==> config.mk <==
export PLATFORM = sky130hd
export DESIGN_NAME = pipe_hold_ctrl
export DESIGN_NICKNAME = d
export VERILOG_FILES = /design/src/rtl/pipe_hold_ctrl.sv
export SDC_FILE = /design/constraint.sdc
export NUM_CORES = 1
export LEC_CHECK = 0
export CORE_MARGIN = 2
export CORE_UTILIZATION = 25
export CTS_BUF_LIST = sky130_fd_sc_hd__clkbuf_4 sky130_fd_sc_hd__clkbuf_8 sky130_fd_sc_hd__clkbuf_16
export DETAILED_ROUTE_END_ITERATION = 8
export HOLD_SLACK_MARGIN = 0.15
export PLACE_DENSITY = 0.75
export SYNTH_ARGS = -nofsm -noshare
export SYNTH_HDL_FRONTEND = slang
export SYNTH_SLANG_ARGS = --single-unit
==> constraint.sdc <==
create_clock -name clk -period 1.41 [get_ports clk]
set_clock_uncertainty 0.15 [all_clocks]
set_input_delay 0.282 -clock clk [delete_from_list [all_inputs] [get_ports clk]]
set_output_delay 0.282 -clock clk [all_outputs]
set_load 0.005 [all_outputs]
==> src/rtl/pipe_hold_ctrl.sv <==
// Pipeline hold/flush controller: resolves stall requests into a hold level and sequences jump flushes and debugger halts.
// Optional bus-hold timeout detector enabled by defining PIPE_HOLD_TIMEOUT_EN.
module pipe_hold_ctrl #(
  parameter int unsigned FLUSH_CYCLES   = 2,
  parameter int unsigned TIMEOUT_CYCLES = 1024
) (
  input  logic        clk,
  input  logic        rst,
  input  logic        jump_flag_i,
  input  logic [31:0] jump_addr_i,
  input  logic        hold_flag_ex_i,
  input  logic        hold_flag_rib_i,
  input  logic        hold_flag_clint_i,
  input  logic        jtag_halt_flag_i,
  output logic [2:0]  hold_flag_o,
  output logic        jump_flag_o,
  output logic [31:0] jump_addr_o,
  output logic        busy_o,
  output logic        timeout_o
);

  typedef enum logic [1:0] {
    IDLE  = 2'd0,
    FLUSH = 2'd1,
    HALT  = 2'd2
  } state_t;

  typedef enum logic [2:0] {
    HOLD_NONE = 3'd0,
    HOLD_PC   = 3'd1,
    HOLD_IF   = 3'd2,
    HOLD_ID   = 3'd3
  } hold_t;

  localparam logic [3:0] FLUSH_LOAD = 4'(FLUSH_CYCLES);

  if (FLUSH_CYCLES < 1 || FLUSH_CYCLES > 15 ||
      TIMEOUT_CYCLES < 2 || TIMEOUT_CYCLES > 65535) begin : g_bad_params
    $error("pipe_hold_ctrl: FLUSH_CYCLES or TIMEOUT_CYCLES out of range");
  end

  state_t     state;
  logic [3:0] flush_cnt;
  hold_t      req_level;

  assign jump_flag_o = jump_flag_i;
  assign jump_addr_o = jump_addr_i;

  always_comb begin
    req_level = HOLD_NONE;
    if (jump_flag_i || hold_flag_ex_i || hold_flag_clint_i) begin
      req_level = HOLD_ID;
    end else if (hold_flag_rib_i) begin
      req_level = HOLD_PC;
    end
  end

  // Outside IDLE the pipeline is frozen regardless of incoming requests.
  assign hold_flag_o = (state == IDLE) ? req_level : HOLD_ID;

  always_ff @(posedge clk or negedge rst) begin
    if (!rst) begin
      state     <= IDLE;
      flush_cnt <= '0;
      busy_o    <= 1'b0;
    end else begin
      case (state)
        IDLE: begin
          if (jtag_halt_flag_i) begin
            state  <= HALT;
            busy_o <= 1'b1;
          end else if (jump_flag_i) begin
            state     <= FLUSH;
            flush_cnt <= FLUSH_LOAD;
            busy_o    <= 1'b1;
          end
        end
        FLUSH: begin
          if (jtag_halt_flag_i) begin
            state     <= HALT;
            flush_cnt <= '0;
          end else if (jump_flag_i) begin
            flush_cnt <= FLUSH_LOAD;
          end else if (flush_cnt <= 4'd1) begin
            state     <= IDLE;
            flush_cnt <= '0;
            busy_o    <= 1'b0;
          end else begin
            flush_cnt <= flush_cnt - 4'd1;
          end
        end
        HALT: begin
          if (!jtag_halt_flag_i) begin
            state  <= IDLE;
            busy_o <= 1'b0;
          end
        end
        default: begin
          state     <= IDLE;
          flush_cnt <= '0;
          busy_o    <= 1'b0;
        end
      endcase
    end
  end

`ifdef PIPE_HOLD_TIMEOUT_EN
  localparam logic [15:0] TIMEOUT_LAST = 16'(TIMEOUT_CYCLES - 1);
  localparam logic [15:0] TIMEOUT_SAT  = 16'(TIMEOUT_CYCLES);

  logic [15:0] rib_cnt;

  // Pulse fires on the edge the count becomes TIMEOUT_CYCLES; saturation then blocks repeats.
  always_ff @(posedge clk or negedge rst) begin
    if (!rst) begin
      rib_cnt   <= '0;
      timeout_o <= 1'b0;
    end else if (!hold_flag_rib_i) begin
      rib_cnt   <= '0;
      timeout_o <= 1'b0;
    end else begin
      timeout_o <= (rib_cnt == TIMEOUT_LAST);
      if (rib_cnt != TIMEOUT_SAT) begin
        rib_cnt <= rib_cnt + 16'd1;
      end
    end
  end
`else
  assign timeout_o = 1'b0;
`endif

endmodule

==> run_results.csv <==
group,metric,value,unit
synthesis,synthesis.area,692,um^2
setup_path,crit_chain,"nor4_4 -> nand2_1 -> or2_1 -> buf_2",
synthesis,synth_top_cell_by_area,"buf_4",
setup_path,critical_path.endpoint,"hold_flag_o[0]",
final_layout,fill_cells,281,
timing,finalMaxSlewViolations,0,
routing,maxUsedRoutingLayer,"met4",
setup_path,cp_slowest_cell,"dfrtp_2",
routing,wl_per_cell,11.9,um
final_layout,area_growth,11.6,%
pwr,p_total,0.000649,W
routing,viasPerCell,4.19,
pwr,p_leak,0.349,nW
die,die_x,56.6,um
final_layout,drive_gt1_share,44.7,%
pwr,swShare,30.0,%
synthesis,synthTopCellsByCount,"buf_4, dfrtp_1, inv_1",
clock_tree,clockBufferDepth,2,
setup_path,startpoint_type,"flip-flop",
timing,hold_violations,0,
placed_design,portBuffers,10,
final_layout,ff_latch_area,176,um^2
routing,initialDrtViolationCount,20,
clock_tree,clkSinkCount,7,
synthesis,avgSynthCellArea,8.76,um^2
grt,grt_pass1_wl,1950,um
clock_tree,cts_tree,"yes",
die,core-area,2690,um^2
clock_tree,numCtsBuffers,3,
synthesis,synth_edf_count,0,
routing,routed_wl,1270,um
pwr,clkPwrFrac,28.6,%
final_layout,final_area,772,um^2
pwr,seq_power_share,35.8,%
grt,track_usage,7.46,%
pwr,power.switching,0.000194,W
timing,hold_ws,0.148,ns
routing,wl_met1,484,um
setup_path,crit_cells,4,
routing,dr_wl_met2,661,um
outcome,violations,"setup timing",
timing,setup_violations,6,
clock_tree,worstSkewPairLatency,0.25,ns
clock_tree,clk_pin_slew_worst_paths,0.06,ns
setup_path,critPathBufInv,1,
outcome,outcome,"finished, violations left",
setup_path,reg2reg_depth,5,
synthesis,ys_seq_area_share,25.3,%
setup_path,end_kind,"output pin",
pwr,p_per_area,840,nW/um^2
final_layout,multiInputGateArea,280,um^2
final_layout,diodes,0,
clock_tree,cts.htree.levels,1,
routing,ant_nets,0,
grt,first_global_vias,485,
setup_path,crit_start,"state[1]$_DFFE_PN0P_",
pwr,vdd_ir_drop_max,0.000547,V
setup_path,critical-path-top-delay-family,"simple AND/OR/NAND/NOR gates",
routing,dr.pass1.iters,4,
setup_path,path_max_fanout,2,
clock_tree,ctsHoldBuffers,0,
grt,antenna_found_initial,0,
timing,layout_setup_ws,-0.233,ns
die,die_area,3200,um^2
setup_path,arrival,1.21,ns
setup_path,rr_startpoint,"state[1]$_DFFE_PN0P_",
synthesis,synth_seq_cells,7,
synthesis,ys.flop_type,"dfrtp_1",
placed_design,gp_congestion,0.756,
die,io_pins,77,
setup_path,slowest_delay,0.42,ns
routing,drc,0,
final_layout,fin_nets,118,
hold_path,hp-class,"in2async",
placed_design,placedInstanceArea,641,um^2
timing,rsz0062_at_grt,"true",
run,cap_violations,0,
routing,vias,448,
routing,wl_met3,105,um
timing,period_needed,1.64,ns
placed_design,dp_hpwl,831,um
timing,fin_crit_sh,117,%
synthesis,ys_types,27,
setup_path,critPathRequiredTime,0.98,ns
synthesis,syn_inst,79,
setup_path,r2r_slack,-0.14,ns
pwr,combPwrFrac,35.7,%
setup_path,r2r-end,"flush_cnt[0]$_DFFE_PN0P_",
clock_tree,root_buffer,"clkbuf_4",
synthesis,yosys_warnings,0,
die,floorplan.initialDensity,25.8,%
timing,max_freq,609,MHz
grt,grt.overflow.total,0,
synthesis,synthArstFlopShare,100,%
die,fp.dieH,56.6,um
synthesis,synth_top_area_share,38.0,%
pwr,p_int,0.000454,W
synthesis,synth.most_common_cell,"buf_4",
setup_path,path_class,"reg2out",
placed_design,place_worst_setup_slack,-0.720,ns
die,fp-row-count,19,
timing,setup_tns,-0.736,ns
synthesis,synth_area_leaders,"buf_4, dfrtp_1, ha_1, nor4b_4, inv_1",
grt,grt_start_max_net_pins,8,
-- how the worst min path moves through the flow --
stage	startpoint	end	slack (ns)	cells past startpoint
global route	rst	flush_cnt[0]$_DFFE_PN0P_	0.16	1
floorplan	rst	busy_o$_DFFE_PN0P_	-0.16	0
CTS	rst	flush_cnt[1]$_DFFE_PN0P_	0.15	1
global placement	jump_addr_i[22]	jump_addr_o[22]	0.41	0
detailed placement	jump_addr_i[22]	jump_addr_o[22]	0.41	0
finish	rst	flush_cnt[1]$_DFFE_PN0P_	0.15	1
-- registers in the layout, summed over array words and instances (netlist names) --
signal and count:
flush_cnt 4, busy_o 1, state 2
-- kinds of logic after synthesis --
group,count (synthesis),synth area share (%)
AOI/OAI and AO/OA,12,12.5
xor gates and xnor gates,1,1.27
adders and majority gates,2,3.62
buffers and inverters,40,40.7
DFF,7,25.3
muxes,1,1.45
other,1,0.542
and+or+nand+nor,15,14.6
-- routing by layer --
layer	vias up	global-route usage [%]
li1	218	-
met1	201	7.52
met2	23	13.8
met3	6	3.46
met4	0	1.70
met5	-	0
-- final cells by class --
cell class	instances	area share, %
clock buffer	3	2.92
multi-input combinational	33	36.3
sequential	7	22.9
timing repair buffer	27	29.8
inverter	5	2.43
clock inverter	1	0.648
tap	31	5.02
-- per-stage QoR --
stage / util, % / cells
4_1_cts: 26.6 / 103
2_1_floorplan: - / 80
3_3_place_gp: 23.8 / 95
6_report: 28.7 / 107
5_1_grt: 28.7 / 107
3_5_place_dp: 23.8 / 95
-- power by group through the flow --
stage | sequential, W | clock [W] | combinational (W)
5_1_grt | 0.000234 | 0.000200 | 0.000252
6_report | 0.000232 | 0.000185 | 0.000231
4_1_cts | 0.000231 | 0.000191 | 0.000201
3_3_place_gp | 0.000233 | 0 | 0.000167
3_5_place_dp | 0.000235 | 0 | 0.000171
2_1_floorplan | 0.000237 | 0 | 0.000162
-- worst reg2reg max path, delay by kind of cell, from the launching register on --
kind                   cells  cell delay [ns]
multiplexers               1             0.15
buffers and inverters      2             0.27
AND/OR/NAND/NOR            1             0.34
AO/OA/AOI/OAI              1             0.15
flip-flops                 1             0.42
-- cells in the final DEF (no fill, tap or decap), types with 3 or more instances in the layout --
cell type      instances
nor2_1                 3
buf_6                  3
dfrtp_1                6
inv_1                  3
dlygate4sd2_1          4
clkbuf_4               3
buf_4                 15
-- timing repair --
| item | in CTS | in global routing |
|---|---|---|
| gates resized for setup | 23 | 5 |
| endpoints found under the hold margin | 0 | 0 |
| endpoints found under the setup margin | 9 | 6 |
| pin swaps | 3 | 7 |
| setup buffers | 4 | 4 |
(Power assumes the default switching activity.)
